==> src/rtl/stack_alu_unit_pkg.sv <==
// Shared encodings for the operand-stack ALU front end: command codes, ALU opcodes,
// FSM state type and opcode classification helpers.
package stack_alu_unit_pkg;

    localparam logic [1:0] CMD_PUSH = 2'd0;
    localparam logic [1:0] CMD_POP  = 2'd1;
    localparam logic [1:0] CMD_OP   = 2'd2;
    localparam logic [1:0] CMD_RSVD = 2'd3;

    localparam logic [3:0] ALUOP_ADD = 4'd0;
    localparam logic [3:0] ALUOP_SUB = 4'd1;
    localparam logic [3:0] ALUOP_SLL = 4'd2;
    localparam logic [3:0] ALUOP_SRL = 4'd3;
    localparam logic [3:0] ALUOP_AND = 4'd4;
    localparam logic [3:0] ALUOP_OR  = 4'd5;
    localparam logic [3:0] ALUOP_XOR = 4'd6;
    localparam logic [3:0] ALUOP_NOT = 4'd7;
    localparam logic [3:0] ALUOP_NEG = 4'd9;

    typedef enum logic [1:0] {
        ST_IDLE = 2'd0,
        ST_EXEC = 2'd1,
        ST_WB   = 2'd2
    } state_t;

    function automatic logic is_unary(input logic [3:0] op);
        return (op == ALUOP_NOT) || (op == ALUOP_NEG);
    endfunction

    function automatic logic is_legal_op(input logic [3:0] op);
        return (op <= ALUOP_NOT) || (op == ALUOP_NEG);
    endfunction

endpackage

==> src/rtl/stack_alu_unit_alu16b.sv <==
// Combinational 16-bit ALU: arithmetic with signed overflow, shifts, logic ops,
// bitwise NOT and two's-complement negate.
module alu16b
    import stack_alu_unit_pkg::*;
(
    input  logic [15:0] A,
    input  logic [15:0] B,
    input  logic [3:0]  ALUop,
    output logic [15:0] S,
    output logic        IsZero,
    output logic        OFL
);

    always_comb begin
        S   = 16'h0000;
        OFL = 1'b0;
        case (ALUop)
            ALUOP_ADD: begin
                S   = A + B;
                OFL = (A[15] == B[15]) && (S[15] != A[15]);
            end
            ALUOP_SUB: begin
                S   = A - B;
                OFL = (A[15] != B[15]) && (S[15] != A[15]);
            end
            ALUOP_SLL: S = A << B;
            ALUOP_SRL: S = A >> B;
            ALUOP_AND: S = A & B;
            ALUOP_OR:  S = A | B;
            ALUOP_XOR: S = A ^ B;
            ALUOP_NOT: S = ~A;
            ALUOP_NEG: begin
                S   = 16'h0000 - A;
                OFL = (A == 16'h8000);
            end
            default: S = 16'h0000;
        endcase
    end

    assign IsZero = (S == 16'h0000);

endmodule

==> src/rtl/stack_alu_unit.sv <==
// Operand stack in front of alu16b: accepts PUSH/POP/OP commands, pops operands,
// runs the ALU over EXEC/WB and pushes the result back.
module stack_alu_unit
    import stack_alu_unit_pkg::*;
#(
    parameter int DEPTH = 8,
    parameter int PW    = 3
) (
    input  logic          CLK,
    input  logic          Reset_n,
    input  logic          CmdValid,
    output logic          CmdReady,
    input  logic [1:0]    Cmd,
    input  logic [3:0]    CmdOp,
    input  logic [15:0]   CmdData,
    output logic [15:0]   Tos,
    output logic [PW:0]   Depth,
    output logic          Done,
    output logic          Err,
    output logic          ZeroFlag,
    output logic          OflFlag,
    output state_t        fsm_state
);

    state_t state, next_state;

    logic [15:0] stack [DEPTH];
    logic [15:0] a_q, b_q, s_q;
    logic [3:0]  op_q;
    logic        z_q, o_q, unary_q;
    logic [15:0] alu_s;
    logic        alu_z, alu_o;

    logic          accept, do_push, do_pop, do_op, cmd_err, wb, op_unary;
    logic [PW-1:0] top_idx, nos_idx, push_idx;

    assign top_idx   = Depth[PW-1:0] - PW'(1);
    assign nos_idx   = Depth[PW-1:0] - PW'(2);
    assign push_idx  = Depth[PW-1:0];
    assign fsm_state = state;

    // A command transfers on the rising edge where CmdValid && CmdReady; CmdReady is high
    // exactly in IDLE, and a CmdValid seen while CmdReady is low is simply not taken.
    always_comb begin
        CmdReady   = (state == ST_IDLE);
        accept     = CmdValid && CmdReady;
        op_unary   = is_unary(CmdOp);
        do_push    = 1'b0;
        do_pop     = 1'b0;
        do_op      = 1'b0;
        wb         = (state == ST_WB);
        next_state = state;
        if (accept) begin
            case (Cmd)
                CMD_PUSH: do_push = (Depth != (PW+1)'(DEPTH));
                CMD_POP:  do_pop  = (Depth != '0);
                CMD_OP:   do_op   = is_legal_op(CmdOp) &&
                                    (op_unary ? (Depth != '0) : (Depth >= (PW+1)'(2)));
                default:  ;
            endcase
        end
        cmd_err = accept && !(do_push || do_pop || do_op);
        case (state)
            ST_IDLE: if (do_op) next_state = ST_EXEC;
            ST_EXEC: next_state = ST_WB;
            ST_WB:   next_state = ST_IDLE;
            default: next_state = ST_IDLE;
        endcase
    end

    always_ff @(posedge CLK or negedge Reset_n) begin
        if (!Reset_n) state <= ST_IDLE;
        else          state <= next_state;
    end

    alu16b u_alu (
        .A      (a_q),
        .B      (b_q),
        .ALUop  (op_q),
        .S      (alu_s),
        .IsZero (alu_z),
        .OFL    (alu_o)
    );

    // Array contents are meaningless while Depth says so, hence no reset here.
    always_ff @(posedge CLK) begin
        if (do_push)
            stack[push_idx] <= CmdData;
        else if (wb && Reset_n)
            stack[unary_q ? top_idx : nos_idx] <= s_q;
    end

    always_ff @(posedge CLK or negedge Reset_n) begin
        if (!Reset_n) begin
            Depth    <= '0;
            Tos      <= 16'h0000;
            Done     <= 1'b0;
            Err      <= 1'b0;
            ZeroFlag <= 1'b0;
            OflFlag  <= 1'b0;
            a_q      <= 16'h0000;
            b_q      <= 16'h0000;
            op_q     <= 4'h0;
            s_q      <= 16'h0000;
            z_q      <= 1'b0;
            o_q      <= 1'b0;
            unary_q  <= 1'b0;
        end else begin
            Done <= do_push || do_pop || cmd_err || wb;
            Err  <= cmd_err;
            if (do_push) begin
                Depth <= Depth + 1'b1;
                Tos   <= CmdData;
            end
            if (do_pop) begin
                Depth <= Depth - 1'b1;
                Tos   <= (Depth >= (PW+1)'(2)) ? stack[nos_idx] : 16'h0000;
            end
            if (do_op) begin
                a_q     <= op_unary ? Tos : stack[nos_idx];
                b_q     <= op_unary ? 16'h0000 : Tos;
                op_q    <= CmdOp;
                unary_q <= op_unary;
            end
            if (state == ST_EXEC) begin
                s_q <= alu_s;
                z_q <= alu_z;
                o_q <= alu_o;
            end
            if (wb) begin
                Tos      <= s_q;
                ZeroFlag <= z_q;
                OflFlag  <= o_q;
                if (!unary_q) Depth <= Depth - 1'b1;
            end
        end
    end

endmodule

==> config.mk <==
export PLATFORM = sky130hd
export DESIGN_NAME = stack_alu_unit
export DESIGN_NICKNAME = d
export VERILOG_FILES = /design/src/rtl/stack_alu_unit_pkg.sv /design/src/rtl/stack_alu_unit_alu16b.sv /design/src/rtl/stack_alu_unit.sv
export SDC_FILE = /design/constraint.sdc
export NUM_CORES = 1
export LEC_CHECK = 0
export CORE_MARGIN = 2
export CORE_UTILIZATION = 55
export CTS_CLUSTER_SIZE = 14
export DETAILED_ROUTE_END_ITERATION = 16
export PLACE_DENSITY = 0.76
export SLEW_MARGIN = 20
export SYNTH_ARGS = -nofsm -noshare
export SYNTH_HDL_FRONTEND = slang
export SYNTH_SLANG_ARGS = --single-unit
==> constraint.sdc <==
create_clock -name CLK -period 3.34 [get_ports CLK]
set_input_delay 0.334 -clock CLK [delete_from_list [all_inputs] [get_ports CLK]]
set_output_delay 0.334 -clock CLK [all_outputs]
set_load 0.005 [all_outputs]
==> results.md <==
- Outcome: finished with violations
- Failing checks: negative setup slack
- Final hold vios: 0
- R2R cell count: 11
- Startpoint class of the critical path: flop
- H-tree levels: 1
- Setup Viol. Count Final: 1
- Sw Share: between 40% and 50%
- IO buf count: 51
- TritonCTS clock tree: built
- DR vias/cell: 6.41
- Tot Pwr: between 15 and 20 mW
- Final min period: 3.34 ns
- Asr flop ratio synth: just under 40%
- Placed Area: 14700 um^2
- #FFs+latches synth: roughly 210
- Most common cell after layout, fill and taps aside: nand2_1
- Average wire per standard cell: about 25 um
- Pleak: just over 6 nW
- Residual antenna-violating net count after detailed routing: 0
- Vias in the first global route: ~11000
- Initial Utilization: 55.5%
- N_diodes: 0
- Synthesis-to-layout area growth: 16.8%
- Clock Skews: 0.0190 ns
- Average cell area after synthesis: approximately 10 um^2
- Routed WL: around 43 mm
- Clk buf depth: 3
- Post-layout util: approximately two thirds
- DRC Markers: 0
- Initial DRT Pass Iterations: 5
- Most frequent cells in the layout: 162 x nand2_1, 128 x edfxtp_1, 114 x nor2_1
- Post-synth EDFFs: between 100 and 150
- TritonCTS Buffers: 22
- Synthesized Nets: between 1000 and 1500
- Seq/Total Area, Yosys: 43.9%
- Top Ports: 52
- RSZ-0062 raised after global routing: true
- CTS root buf: clkbuf_16
- Layout cell share with drive strength beyond 1: between 10% and 20%
- CTS Sinks: roughly 210
- Clk_lat worst skew: around 0.52 ns
- Final period util: 100%
- Clk pin slew, worst setup/hold paths: about 0.080 ns
- Sequential share of power: 24.2%
- Final RePlAce weighted congestion: between 1 and 1.5
- Max-cap viol count: 0
- Row count: 57
- Max-slew violations: 0
- Combinational fraction of design power: between 60% and 70%
- Die Ht: 160 um
- CP endpoint kind: flop
- DRT iter0 DRCs: around 1400
- Setup TNS Final: -0.00215 ns
- Clock share of power: ~14%
- Critical Path RT: 3.73 ns
- Hpwl dp: between 30 and 40 mm
- Synth cell types: 81
- First-pass GRT wire length: about 67 mm
- Gate Count Post-Synth: between 1000 and 1500
- Initial antenna violation count: 0
- CP Data Arrival Time: ~3.7 ns
- Die area: roughly 26000 um^2
- Area of the core: 24100 um^2
- PD cells: 1080 nW/um^2
- Switch Pwr: 7.73 mW
- GRT Util Overall: about a third
- R2R Path End: z_q$_DFFE_PN0N_
- Vias: between 10000 and 15000
- Yosys warns: 0
- Setup CP Type: flop to flop
- Pint: 9.17 mW
- Final instance area: about 16000 um^2
- Largest net degree at the start of global routing: 60
- CP max FO: 2
- Fmax: 299 MHz
- Worst-margin pin slew: around 1 ns
- Max-slew headroom: between 30% and 40%
- Setup WS post-layout: -0.00215 ns
- Peak VDD IR: between 0.0008 and 0.0009 V
- Die Width: around 160 um
- Layout Nets: 1481
- Reg2Reg Launch Point: b_q[0]$_DFFE_PN0P_
- Synth Flop Type: edfxtp_1
- Global route overflow: 0
- Worst Hold Class: input pin to asynchronous set/reset pin
- Reg2Reg Setup Slack: -0.002 ns
- Synth Cell Area: 13400 um^2
==> metal layers <==
layer	up-vias	routed length (um)	global-route usage [%]
li1	4986	-	-
met3	96	3230	4.78
met1	5493	18200	47.4
met2	568	20500	54.8
met5	-	0	0
met4	0	1340	10.6
==> stage by stage <==
step	instances	hold WS, ns	setup WS [ns]
6_report	1738	0.279	-0.00215
2_1_floorplan	1308	0.0384	-0.216
4_1_cts	1735	0.267	0.00521
5_1_grt	1738	0.318	-0.0872
3_3_place_gp	1695	0.265	-0.0545
3_5_place_dp	1695	0.266	-0.152
==> flip-flops by register name (all words and copies together) (netlist names), 2 cells and up <==
name / cells
Depth: 4
op_q: 4
fsm_state: 2
stack: 128
a_q: 16
Tos: 16
s_q: 16
b_q: 16
==> area by class of cell <==
type / count / area, um^2
Clock buffer: 24 / 579
Inverter: 60 / 228
Multi-Input combinational cell: 942 / 6980
Timing Repair Buffer: 165 / 1450
Clock inverter: 14 / 100
Sequential cell: 209 / 5880
Fill cell: 1934 / 8490
Tap cell: 324 / 405
==> Yosys cell counts, drive strengths merged (7+ instances only) <==
| master | count | area share, % |
|---|---|---|
| dfrtp | 81 | 15 |
| o31ai | 7 | 0.39 |
| nor2 | 118 | 3.3 |
| nand2b | 11 | 0.51 |
| o21ai | 105 | 3.9 |
| ha | 54 | 5.1 |
| o21bai | 7 | 0.39 |
| inv | 60 | 1.7 |
| or4 | 10 | 0.56 |
| mux2 | 23 | 1.9 |
| a211oi | 12 | 0.67 |
| nor4 | 11 | 0.90 |
| nor3b | 7 | 0.39 |
| mux4 | 50 | 8.4 |
| o22ai | 28 | 1.3 |
| edfxtp | 128 | 29 |
| nor3 | 23 | 0.94 |
| and3 | 7 | 0.33 |
| nor2b | 8 | 0.37 |
| o211ai | 12 | 0.67 |
| nand3 | 23 | 0.86 |
| a31oi | 19 | 0.89 |
| a21oi | 72 | 2.8 |
| o21a | 19 | 1.1 |
| buf | 35 | 1.5 |
| clkbuf | 62 | 2.1 |
| nand2 | 162 | 4.5 |
| xnor2 | 19 | 1.2 |
| mux2i | 51 | 3.8 |
==> worst max-delay path by stage <==
stage | startpoint | endpoint | slack [ns]
2_1_floorplan | Depth[1]$_DFF_PN0_ | stack[7][0]$_DFFE_PP_ | -0.22
5_1_grt | b_q[0]$_DFFE_PN0P_ | z_q$_DFFE_PN0N_ | -0.09
4_1_cts | a_q[0]$_DFFE_PN0P_ | z_q$_DFFE_PN0N_ | 0.005
3_3_place_gp | b_q[1]$_DFFE_PN0P_ | z_q$_DFFE_PN0N_ | -0.05
6_report | b_q[0]$_DFFE_PN0P_ | z_q$_DFFE_PN0N_ | -0.002
3_5_place_dp | a_q[0]$_DFFE_PN0P_ | z_q$_DFFE_PN0N_ | -0.15
==> power by group through the flow <==
stage / registers [mW] / logic (mW) / clock network, mW
after floorplan: 3.81 / 6.50 / 0
after global placement: 4.04 / 9.73 / 0
after detailed placement: 4.07 / 9.83 / 0
after CTS: 4.04 / 9.97 / 2.37
after global routing: 4.13 / 11.2 / 2.46
final: 4.08 / 10.5 / 2.34
==> cell families after synthesis <==
family                   after synthesis  synth area share (%)
XOR/XNOR                              24                  1.57
buffers and inverters                157                  5.26
AND/OR/NAND/NOR                      413                  14.7
adder cells (fa/ha/maj)               56                  5.35
multiplexers                         124                  14.2
AO/OA/AOI/OAI                        325                  15.0
flip-flops                           209                  43.9
==> timing repair <==
item	4_1_cts	5_1_grt
resized for setup	10	35
hold buffers	1	0
pin swaps	8	15
setup endpoints to repair	1	3
setup buffers	1	3
hold endpoints to repair	22	0
==> critical path, stage by stage (launching register included) <==
cell      delay (ns)
dfrtp_1         0.40
ha_2            0.20
fa_2            0.41
a21oi_2         0.19
o211ai_1        0.15
or4_4           0.48
a31oi_4         0.17
o21ai_2         0.09
or4_4           0.55
a21oi_4         0.17
and3b_1         0.19
a41o_1          0.22
(Power assumes the default switching activity.)
==> edit (same settings) <==
Register the output `Err` once more, cleared by the reset; this adds one clock of latency there. The other outputs are not delayed to match.
--- a/src/rtl/stack_alu_unit.sv
+++ b/src/rtl/stack_alu_unit.sv
@@ -21,6 +21,8 @@
     output logic          OflFlag,
     output state_t        fsm_state
 );
+
+    logic Err_s0;
 
     state_t state, next_state;
 
@@ -95,7 +97,7 @@
             Depth    <= '0;
             Tos      <= 16'h0000;
             Done     <= 1'b0;
-            Err      <= 1'b0;
+            Err_s0   <= 1'b0;
             ZeroFlag <= 1'b0;
             OflFlag  <= 1'b0;
             a_q      <= 16'h0000;
@@ -107,7 +109,7 @@
             unary_q  <= 1'b0;
         end else begin
             Done <= do_push || do_pop || cmd_err || wb;
-            Err  <= cmd_err;
+            Err_s0 <= cmd_err;
             if (do_push) begin
                 Depth <= Depth + 1'b1;
                 Tos   <= CmdData;
@@ -136,5 +138,13 @@
         end
     end
 
+    always_ff @(posedge CLK or negedge Reset_n) begin
+        if (!Reset_n) begin
+            Err <= '0;
+        end else begin
+            Err <= Err_s0;
+        end
+    end
+
 endmodule
 
Function: changed (a bounded check fails within 4 cycles, from zero or initial values and one cycle with Reset_n low).
==> edit against the unedited design <==
The flow still finishes with violations (setup timing); first-iteration DRC count decreased by 10%; worst hold slack worse by 0.081 ns; worst setup slack got worse by 0.0024 ns; synthesized cell count hardly changed; non-clock buffer count up 32; routed wire length shrank 2.0%; synthesized area increased by 0.19%; clock power shrank 8.5%; sequential cell count up 1; via count increased by 1.7%; cell area up 1.4%; final cell count increased by 1.8%; power is 1.2% higher; largest power group unchanged.
==> edit: results (changes against the unedited design) <==
| Metric | Value |
|---|---|
| Synth Area in XOR/XNOR | `0.0157 (-0.0000294)` |
| Sequential share of the synthesized area | `0.440 (+0.00105)` |
| Reg2Reg Depth | `13 (+2)` |
| Clk. pwr | `2.14 mW (-8.5%)` |
| Clock skew | `0.0145 ns (-0.00445 ns)` |
| Clock buffer count from CTS | `21 (-4.5%)` |
| Adder-cell share of the synthesized area | `0.0534 (-0.000100)` |
| NumNets Final | `1513 (+2.2%)` |
| Measured slew at the worst slew-check pin | `0.941 ns (-0.0624 ns)` |
| P_leak | `6.17 nW (+2.3%)` |
| DR pass1 iterations | `6 (+1)` |
| WL/cell | `23.9 µm (-3.8%)` |
| Post-synth net total | `1390 (+0.072%)` |
| Setup slack after layout | `-0.00457 ns (-0.00242 ns)` |
| Flop+latch power | `4.00 mW (-2%)` |
| Clk_lat worst skew | `0.50 ns (-0.02 ns)` |
| Mux share of post-synthesis cell area | `0.142 (-0.000265)` |
| DP Wirelength | `32000 µm (+1.9%)` |
| Setup-violating endpoint count in the final report | `1 (unchanged)` |
| Placement Setup Slack | `-0.217 ns (-0.0645 ns)` |
| Initial DRC Count | `1245 (-10%)` |
| Placer Congestion | `1.09 (+4.4%)` |
| Share of cells above drive strength 1 | `0.221 (+0.0233)` |
| Largest net degree at the start of global routing | `81 (+35%)` |
| Failing checks | `setup timing` |
| CP Data Arrival Time | `3.77 ns (+0.03 ns)` |
| Peak supply drop | `667 µV (-17%)` |
| Status | `finished with violations` |
| Vias | `11300 (+1.7%)` |
| Combinational cell power | `11.0 mW (+5%)` |
| First-pass GRT wire length | `65800 µm (-1.2%)` |
| Initial antenna violation count | `1 (+1)` |
| Complex-gate fraction of the synthesized area | `0.150 (-0.000280)` |
| Async S/R FF share, synth | `0.390 (+0.00292)` |
| Post-synth top cells | `nand2_1, edfxtp_1, nor2_1` |
==> edit: cell count changes after synthesis <==
| cell | change |
|---|---|
| dfrtp_1 | +1 |
==> edit: timing repair <==
action / in CTS / in global routing
resized for setup: 22 / 30
endpoints found under the hold margin: 2 / 0
setup endpoints to repair: 3 / 4
hold buffers: 1 / 0
buffers inserted: 5 / 6
pin swaps: 13 / 15
==> edit: stage by stage <==
stage	TNS, ns	hold WS (ns)	std cells	instance area (µm²)
after detailed placement	-0.341	0.136	1721	14900
after global routing	-0.144	0.206	1770	15800
final	-0.00457	0.198	1770	15800
after global placement	-0.216	0.137	1721	14900
after CTS	0	0.156	1764	15700
after floorplan	-20.24	0.0384	1309	13400
==> edit: final cells by class <==
type	count	area, µm²
tap	324	405
fill	1877	8270
multi-input combinational	942	7020
timing repair buffer	197	1670
clock inverter	8	52.6
inverter	60	228
sequential	210	5900
clock buffer	29	569
==> edit: metal layers <==
| layer | global-route usage | vias up | wire (µm) |
|---|---|---|---|
| li1 | - | 5060 | - |
| met3 | 0.0314 | 103 | 3110 |
| met4 | 0.109 | 2 | 1500 |
| met5 | 0 | - | 13 |
| met2 | 0.547 | 615 | 20100 |
| met1 | 0.467 | 5558 | 17700 |
==> edit: critical path, cell delays in order (launching register included) <==
cell	delay (ns)
dfrtp_1	0.40
buf_12	0.15
inv_4	0.08
ha_4	0.21
buf_4	0.16
o21a_1	0.22
a2111o_1	0.49
a21oi_2	0.21
nor4_1	0.08
or4b_4	0.51
a21oi_4	0.15
nand4b_1	0.16
nor4_2	0.25
a41o_1	0.20
==> edit: logic make-up (layout without fill, tap and decap cells) <==
kind of cell,after synthesis,count (layout)
flops,210,210
fa+ha+maj,56,56
xor+xnor,24,24
buf+inv,157,294
compound gates,325,325
simple gates,413,413
mux,124,124
